==> src/rtl/pc_sequencer_pkg.sv <==
// Shared CPU configuration for the fetch PC sequencer: default widths,
// reset vector and the state / redirect-source enumerations.
package cpu_configuration;

  localparam int          XLEN_DEFAULT         = 32;
  localparam logic [31:0] RESET_VECTOR_DEFAULT = 32'h0000_0000;

  typedef enum logic [1:0] {
    BOOT,
    RUN,
    HOLD
  } pc_seq_state_e;

  typedef enum logic [1:0] {
    NONE,
    DEC,
    EX,
    TRAP
  } redir_src_e;

endpackage

==> src/rtl/pc_sequencer_redirect_arbiter.sv <==
// Fixed-priority redirect select (trap > execute > decode); the losing
// sources are simply dropped, nothing is queued.
module redirect_arbiter
  import cpu_configuration::*;
#(
  parameter int XLEN = XLEN_DEFAULT
) (
  input  logic            dec_valid_i,
  input  logic [XLEN-1:0] dec_target_i,
  input  logic            ex_valid_i,
  input  logic [XLEN-1:0] ex_target_i,
  input  logic            trap_valid_i,
  input  logic [XLEN-1:0] trap_target_i,
  output logic            valid_o,
  output logic [XLEN-1:0] target_o,
  output redir_src_e      src_o
);

  always_comb begin
    valid_o  = 1'b0;
    target_o = '0;
    src_o    = NONE;
    if (trap_valid_i) begin
      valid_o  = 1'b1;
      target_o = trap_target_i;
      src_o    = TRAP;
    end else if (ex_valid_i) begin
      valid_o  = 1'b1;
      target_o = ex_target_i;
      src_o    = EX;
    end else if (dec_valid_i) begin
      valid_o  = 1'b1;
      target_o = dec_target_i;
      src_o    = DEC;
    end
  end

endmodule

==> src/rtl/pc_sequencer.sv <==
// Fetch PC sequencer: owns the fetch PC, epoch and in-flight count and issues
// valid/ready fetch requests. Define PC_SEQ_ALIGN_CHECK_EN to reject
// misaligned redirect targets instead of forcing them to word alignment.
module pc_sequencer
  import cpu_configuration::*;
#(
  parameter int              XLEN            = XLEN_DEFAULT,
  parameter logic [XLEN-1:0] RESET_VECTOR    = XLEN'(RESET_VECTOR_DEFAULT),
  parameter int              MAX_OUTSTANDING = 2
) (
  input  logic            clk,
  input  logic            rst,
  output logic            fetch_valid,
  output logic [XLEN-1:0] fetch_addr,
  output logic            fetch_epoch,
  input  logic            fetch_ready,
  input  logic            rsp_valid,
  input  logic            rsp_epoch,
  output logic            rsp_keep,
  input  logic            stall_i,
  input  logic            dec_redir_valid,
  input  logic [XLEN-1:0] dec_redir_target,
  input  logic            ex_redir_valid,
  input  logic [XLEN-1:0] ex_redir_target,
  input  logic            trap_valid,
  input  logic [XLEN-1:0] trap_vector,
  output logic            flush_o,
  output logic            misalign_o,
  output logic [XLEN-1:0] cur_pc
);

  localparam logic [2:0] MaxOut = 3'(MAX_OUTSTANDING);

  pc_seq_state_e   state_q, state_d;
  logic [XLEN-1:0] pc_q, pc_d;
  logic            epoch_q, epoch_d;
  logic [2:0]      outstanding_q, outstanding_d;
  logic            flush_q, flush_d;
  logic            misalign_d;

  logic            arbValid;
  logic [XLEN-1:0] arbTarget;
  redir_src_e      arbSrc;
  logic            fire;
  logic            rspDec;
  logic            redirTake;
  logic            redirBad;
  logic [XLEN-1:0] redirTarget;

  redirect_arbiter #(.XLEN(XLEN)) u_arbiter (
    .dec_valid_i   (dec_redir_valid),
    .dec_target_i  (dec_redir_target),
    .ex_valid_i    (ex_redir_valid),
    .ex_target_i   (ex_redir_target),
    .trap_valid_i  (trap_valid),
    .trap_target_i (trap_vector),
    .valid_o       (arbValid),
    .target_o      (arbTarget),
    .src_o         (arbSrc)
  );

  assign fetch_valid = (state_q == RUN);
  assign fetch_addr  = pc_q;
  assign fetch_epoch = epoch_q;
  assign cur_pc      = pc_q;
  assign flush_o     = flush_q;
  assign rsp_keep    = rsp_valid && (rsp_epoch == epoch_q);
  assign fire        = fetch_valid && fetch_ready;
  assign rspDec      = rsp_valid && (outstanding_q != 3'd0);
  assign redirTake   = arbValid && (arbSrc != NONE) && (state_q != BOOT);

`ifdef PC_SEQ_ALIGN_CHECK_EN
  assign redirTarget = arbTarget;
  assign redirBad    = redirTake && (arbTarget[1:0] != 2'b00);
`else
  assign redirTarget = arbTarget & ~XLEN'(3);
  assign redirBad    = 1'b0;
`endif

  always_comb begin
    pc_d          = pc_q;
    epoch_d       = epoch_q;
    outstanding_d = outstanding_q;
    flush_d       = 1'b0;
    misalign_d    = redirBad;
    state_d       = state_q;

    // A redirect wins over the sequential increment even when a fire happens.
    if (redirTake && !redirBad) begin
      pc_d    = redirTarget;
      epoch_d = ~epoch_q;
      flush_d = 1'b1;
    end else if (fire) begin
      pc_d = pc_q + XLEN'(4);
    end

    case ({fire, rspDec})
      2'b10:   outstanding_d = outstanding_q + 3'd1;
      2'b01:   outstanding_d = outstanding_q - 3'd1;
      default: outstanding_d = outstanding_q;
    endcase

    // Decide on the next count so a full window drops valid on the next cycle.
    case (state_q)
      BOOT:      state_d = RUN;
      RUN, HOLD: state_d = (stall_i || outstanding_d == MaxOut) ? HOLD : RUN;
      default:   state_d = BOOT;
    endcase
  end

  always_ff @(posedge clk) begin
    if (rst) begin
      state_q       <= BOOT;
      pc_q          <= RESET_VECTOR;
      epoch_q       <= 1'b0;
      outstanding_q <= 3'd0;
      flush_q       <= 1'b0;
    end else begin
      state_q       <= state_d;
      pc_q          <= pc_d;
      epoch_q       <= epoch_d;
      outstanding_q <= outstanding_d;
      flush_q       <= flush_d;
    end
  end

`ifdef PC_SEQ_ALIGN_CHECK_EN
  logic misalign_q;

  always_ff @(posedge clk) begin
    if (rst) misalign_q <= 1'b0;
    else     misalign_q <= misalign_d;
  end

  assign misalign_o = misalign_q;
`else
  assign misalign_o = 1'b0;
`endif

endmodule

==> config.mk <==
export PLATFORM = sky130hd
export DESIGN_NAME = pc_sequencer
export DESIGN_NICKNAME = d
export VERILOG_FILES = /design/src/rtl/pc_sequencer_pkg.sv /design/src/rtl/pc_sequencer_redirect_arbiter.sv /design/src/rtl/pc_sequencer.sv
export SDC_FILE = /design/constraint.sdc
export NUM_CORES = 1
export LEC_CHECK = 0
export ABC_AREA = 0
export CAP_MARGIN = 0
export CORE_AREA = 2 2 89 91
export CTS_CLUSTER_SIZE = 24
export DETAILED_ROUTE_END_ITERATION = 10
export DIE_AREA = 0 0 91 93
export PLACE_DENSITY_LB_ADDON = 0.15
export SLEW_MARGIN = 30
export SYNTH_ARGS = -nofsm -noshare
export SYNTH_HDL_FRONTEND = slang
export SYNTH_SLANG_ARGS = --single-unit
export TNS_END_PERCENT = 100
==> constraint.sdc <==
create_clock -name clk -period 4.8 [get_ports clk]
set_input_delay 0.48 -clock clk [delete_from_list [all_inputs] [get_ports clk]]
set_output_delay 0.48 -clock clk [all_outputs]
set_load 0.05 [all_outputs]
==> impl_metrics.json <==
{
  "status": "finished, final reports clean",
  "tightest_slew_ns": 0.8882,
  "grtUsageMet3_pct": 5.641,
  "grt.overflow.total": 0,
  "cts_tree": "yes",
  "dp_hpwl_um": 7548,
  "cp_slowest_stage_delay_ns": 0.49,
  "firstDrtPassIters": 4,
  "clk_pin_slew_ns": 0.07,
  "grt.total_usage_pct": 23.15,
  "rows": 32,
  "path_class": "in2reg",
  "fmax_ghz": 0.3987,
  "clockBufferDepth": 2,
  "die_y_um": 93,
  "root_buffer": "clkbuf_8",
  "totalPowerFinal_mw": 2.462,
  "syn_inst": 382,
  "ys_ff_latch": 37,
  "ys_types": 55,
  "core-area_mm2": 0.007527,
  "synthToLayoutAreaGrowth_pct": 49.96,
  "ant_nets": 0,
  "start_util_pct": 40.89,
  "cts_setup_buffers": 0,
  "hp-class": "reg2reg",
  "ir_worst_vdd_uv": 231.1,
  "synth_warnings": 0,
  "layout.nets": 609,
  "critPathArrivalTime_ns": 2.74,
  "die-area_mm2": 0.008463,
  "place_ws_ns": 1.953,
  "pin_count": 174,
  "io_buffer_count": 162,
  "leakage_nw": 1.668,
  "synth-main-ff-cell": "dfxtp_1",
  "grt_pass1_wl_um": 16050,
  "tns_ns": 0,
  "fin_crit_ns": 2.508,
  "synth_area_mm2": 0.003078,
  "hold_viol_final": 0,
  "synth-async-reset-ratio_pct": 0,
  "ys_seq_area_share_pct": 24.07,
  "drive_above_1_share_pct": 5.020,
  "p_per_area_mw_per_mm2": 533.5,
  "setup_viol": 0,
  "cp_slowest_cell": "clkdlybuf4s50_1",
  "crit_top_cell": "xor2_1",
  "fin_worst_skew_ns": 0.005395,
  "wirelength_um": 10200,
  "grt_setup_unrepaired": "no",
  "met1_usage_pct": 30.76,
  "avgSynthCellArea_um2": 8.057,
  "fin_ws_ns": 2.292,
  "utilization_pct": 61.32,
  "crit_fanout": 6,
  "post-synth-top-area-cell": "dfxtp_1",
  "antenna_found_initial": 0,
  "grt_pass1_vias": 3165,
  "drtIter0Drc": 239,
  "cts_made_buffers": 5,
  "cts_resized": 0,
  "min_path_cells": 2,
  "wl_per_cell_um": 16.99,
  "holdWs_ns": 0.5491,
  "critPathLaunchType": "primary input",
  "end_kind": "flop",
  "yosys-top-cells-area": "dfxtp_1 24%, buf_4 8.5%, a221o_1 5.2%, a22oi_1 3.7%, o211ai_1 3.7%",
  "relSlewSlack_pct": 40.29,
  "clock_latency_ns": 0.29,
  "vias": 3434,
  "clock-sinks": 37,
  "finalCritPeriodShare_pct": 52.25,
  "critPathRequiredTime_ns": 5.04,
  "grt_max_degree": 62,
  "avgViaCountPerCell": 5.723,
  "synthTopCellsByCount": "37 x dfxtp_1, 35 x buf_4, 29 x nand2_1, 23 x clkbuf_1",
  "grtUsageMet2_pct": 38.40,
  "busiest_layer": "met2",
  "die_width_um": 91,
  "path_cells": "clkdlybuf4s50_1, nand2_1, ha_1, inv_1, fa_1, xor2_1, xor2_1, a311oi_1, a22o_1",
  "cts_htree_levels": 2,
  "drc": 0,
  "place_congestion": 0.8592,
  "synth-edff-count": 0,
  "netlist.area_leader.share_pct": 24.07,
  "num_antenna_cells": 0,
  "synth.most_common_cell": "dfxtp_1",
  "hold_buffers": 0,
  "slew_viol_final": 0,
  "cap_violations": 0,
  "reg2regPathDepth": 10
}
## cell families after synthesis
| logic type | count (synthesis) | synth area share [%] |
|---|---|---|
| fa+ha+maj | 6 | 2.683 |
| other cells | 1 | 0.1218 |
| xor+xnor | 14 | 3.984 |
| compound gates | 114 | 29.19 |
| flops | 37 | 24.07 |
| buf+inv | 75 | 13.58 |
| simple gates | 135 | 26.38 |
## where the power goes
| part | switching, mW | internal [mW] | leakage, nW |
|---|---|---|---|
| Sequential | 0.189 | 0.417 | 0.306 |
| Combinational | 1.04 | 0.588 | 1.32 |
| Clock | 0.114 | 0.114 | 0.0443 |
## registers in the layout (all words and copies together), names as in the netlist
name / cells
flush_o: 1
outstanding_q: 3
state_q: 2
fetch_epoch: 1
cur_pc: 30
## path summary, 6_finish.rpt
path / end / slack (ns) / start
hold / removal: outstanding_q[2] / 0.55 / outstanding_q[2]
setup reg to reg: state_q[0] / 2.34 / state_q[1]
setup / recovery: state_q[0] / 2.29 / fetch_ready
hold reg to reg: outstanding_q[2] / 0.55 / outstanding_q[2]
## per-layer routing
layer  routed length (um)  part of all wire, %  up-vias
li1                     -                    -     1663
met1                 4588                   45     1632
met2                 4834                   47      131
met3                  686                  6.7        8
met4                   86                 0.84        0
met5                    0                    0        -
## final cells by class
type | instances | area, um2
flip-flops and latches | 37 | 740.7
multi-input cells | 274 | 1954
fillers | 701 | 2912
well taps | 102 | 127.6
clock buffers | 7 | 86.33
inverters | 12 | 45.04
repair buffers | 168 | 1662
## layout by cell type (no fill, tap or decap), drive strengths merged, types with 8 or more instances in the layout
master / n
and4: 9
a21oi: 16
a22oi: 15
a211oi: 8
a311oi: 10
a221o: 16
inv: 12
and3: 8
nand2b: 14
clkdlybuf4s50: 161
xor2: 8
nand3: 13
nor2: 8
nand2: 29
dfxtp: 37
o21ai: 10
o211ai: 15
nand4: 16
## critical path: cells and delay by family
kind | cells | cell delay (ns)
compound gates | 2 | 0.60
fa+ha+maj | 2 | 0.57
buf+inv | 2 | 0.55
xor+xnor | 2 | 0.36
simple gates | 1 | 0.17
## stage by stage
step                std cells  instance area, um2
floorplan                 386                3093
global placement          593                4521
detailed placement        593                4529
CTS                       600                4616
global route              600                4616
finish                    600                4616
No activity file was read; power rests on OpenSTA's default activity.
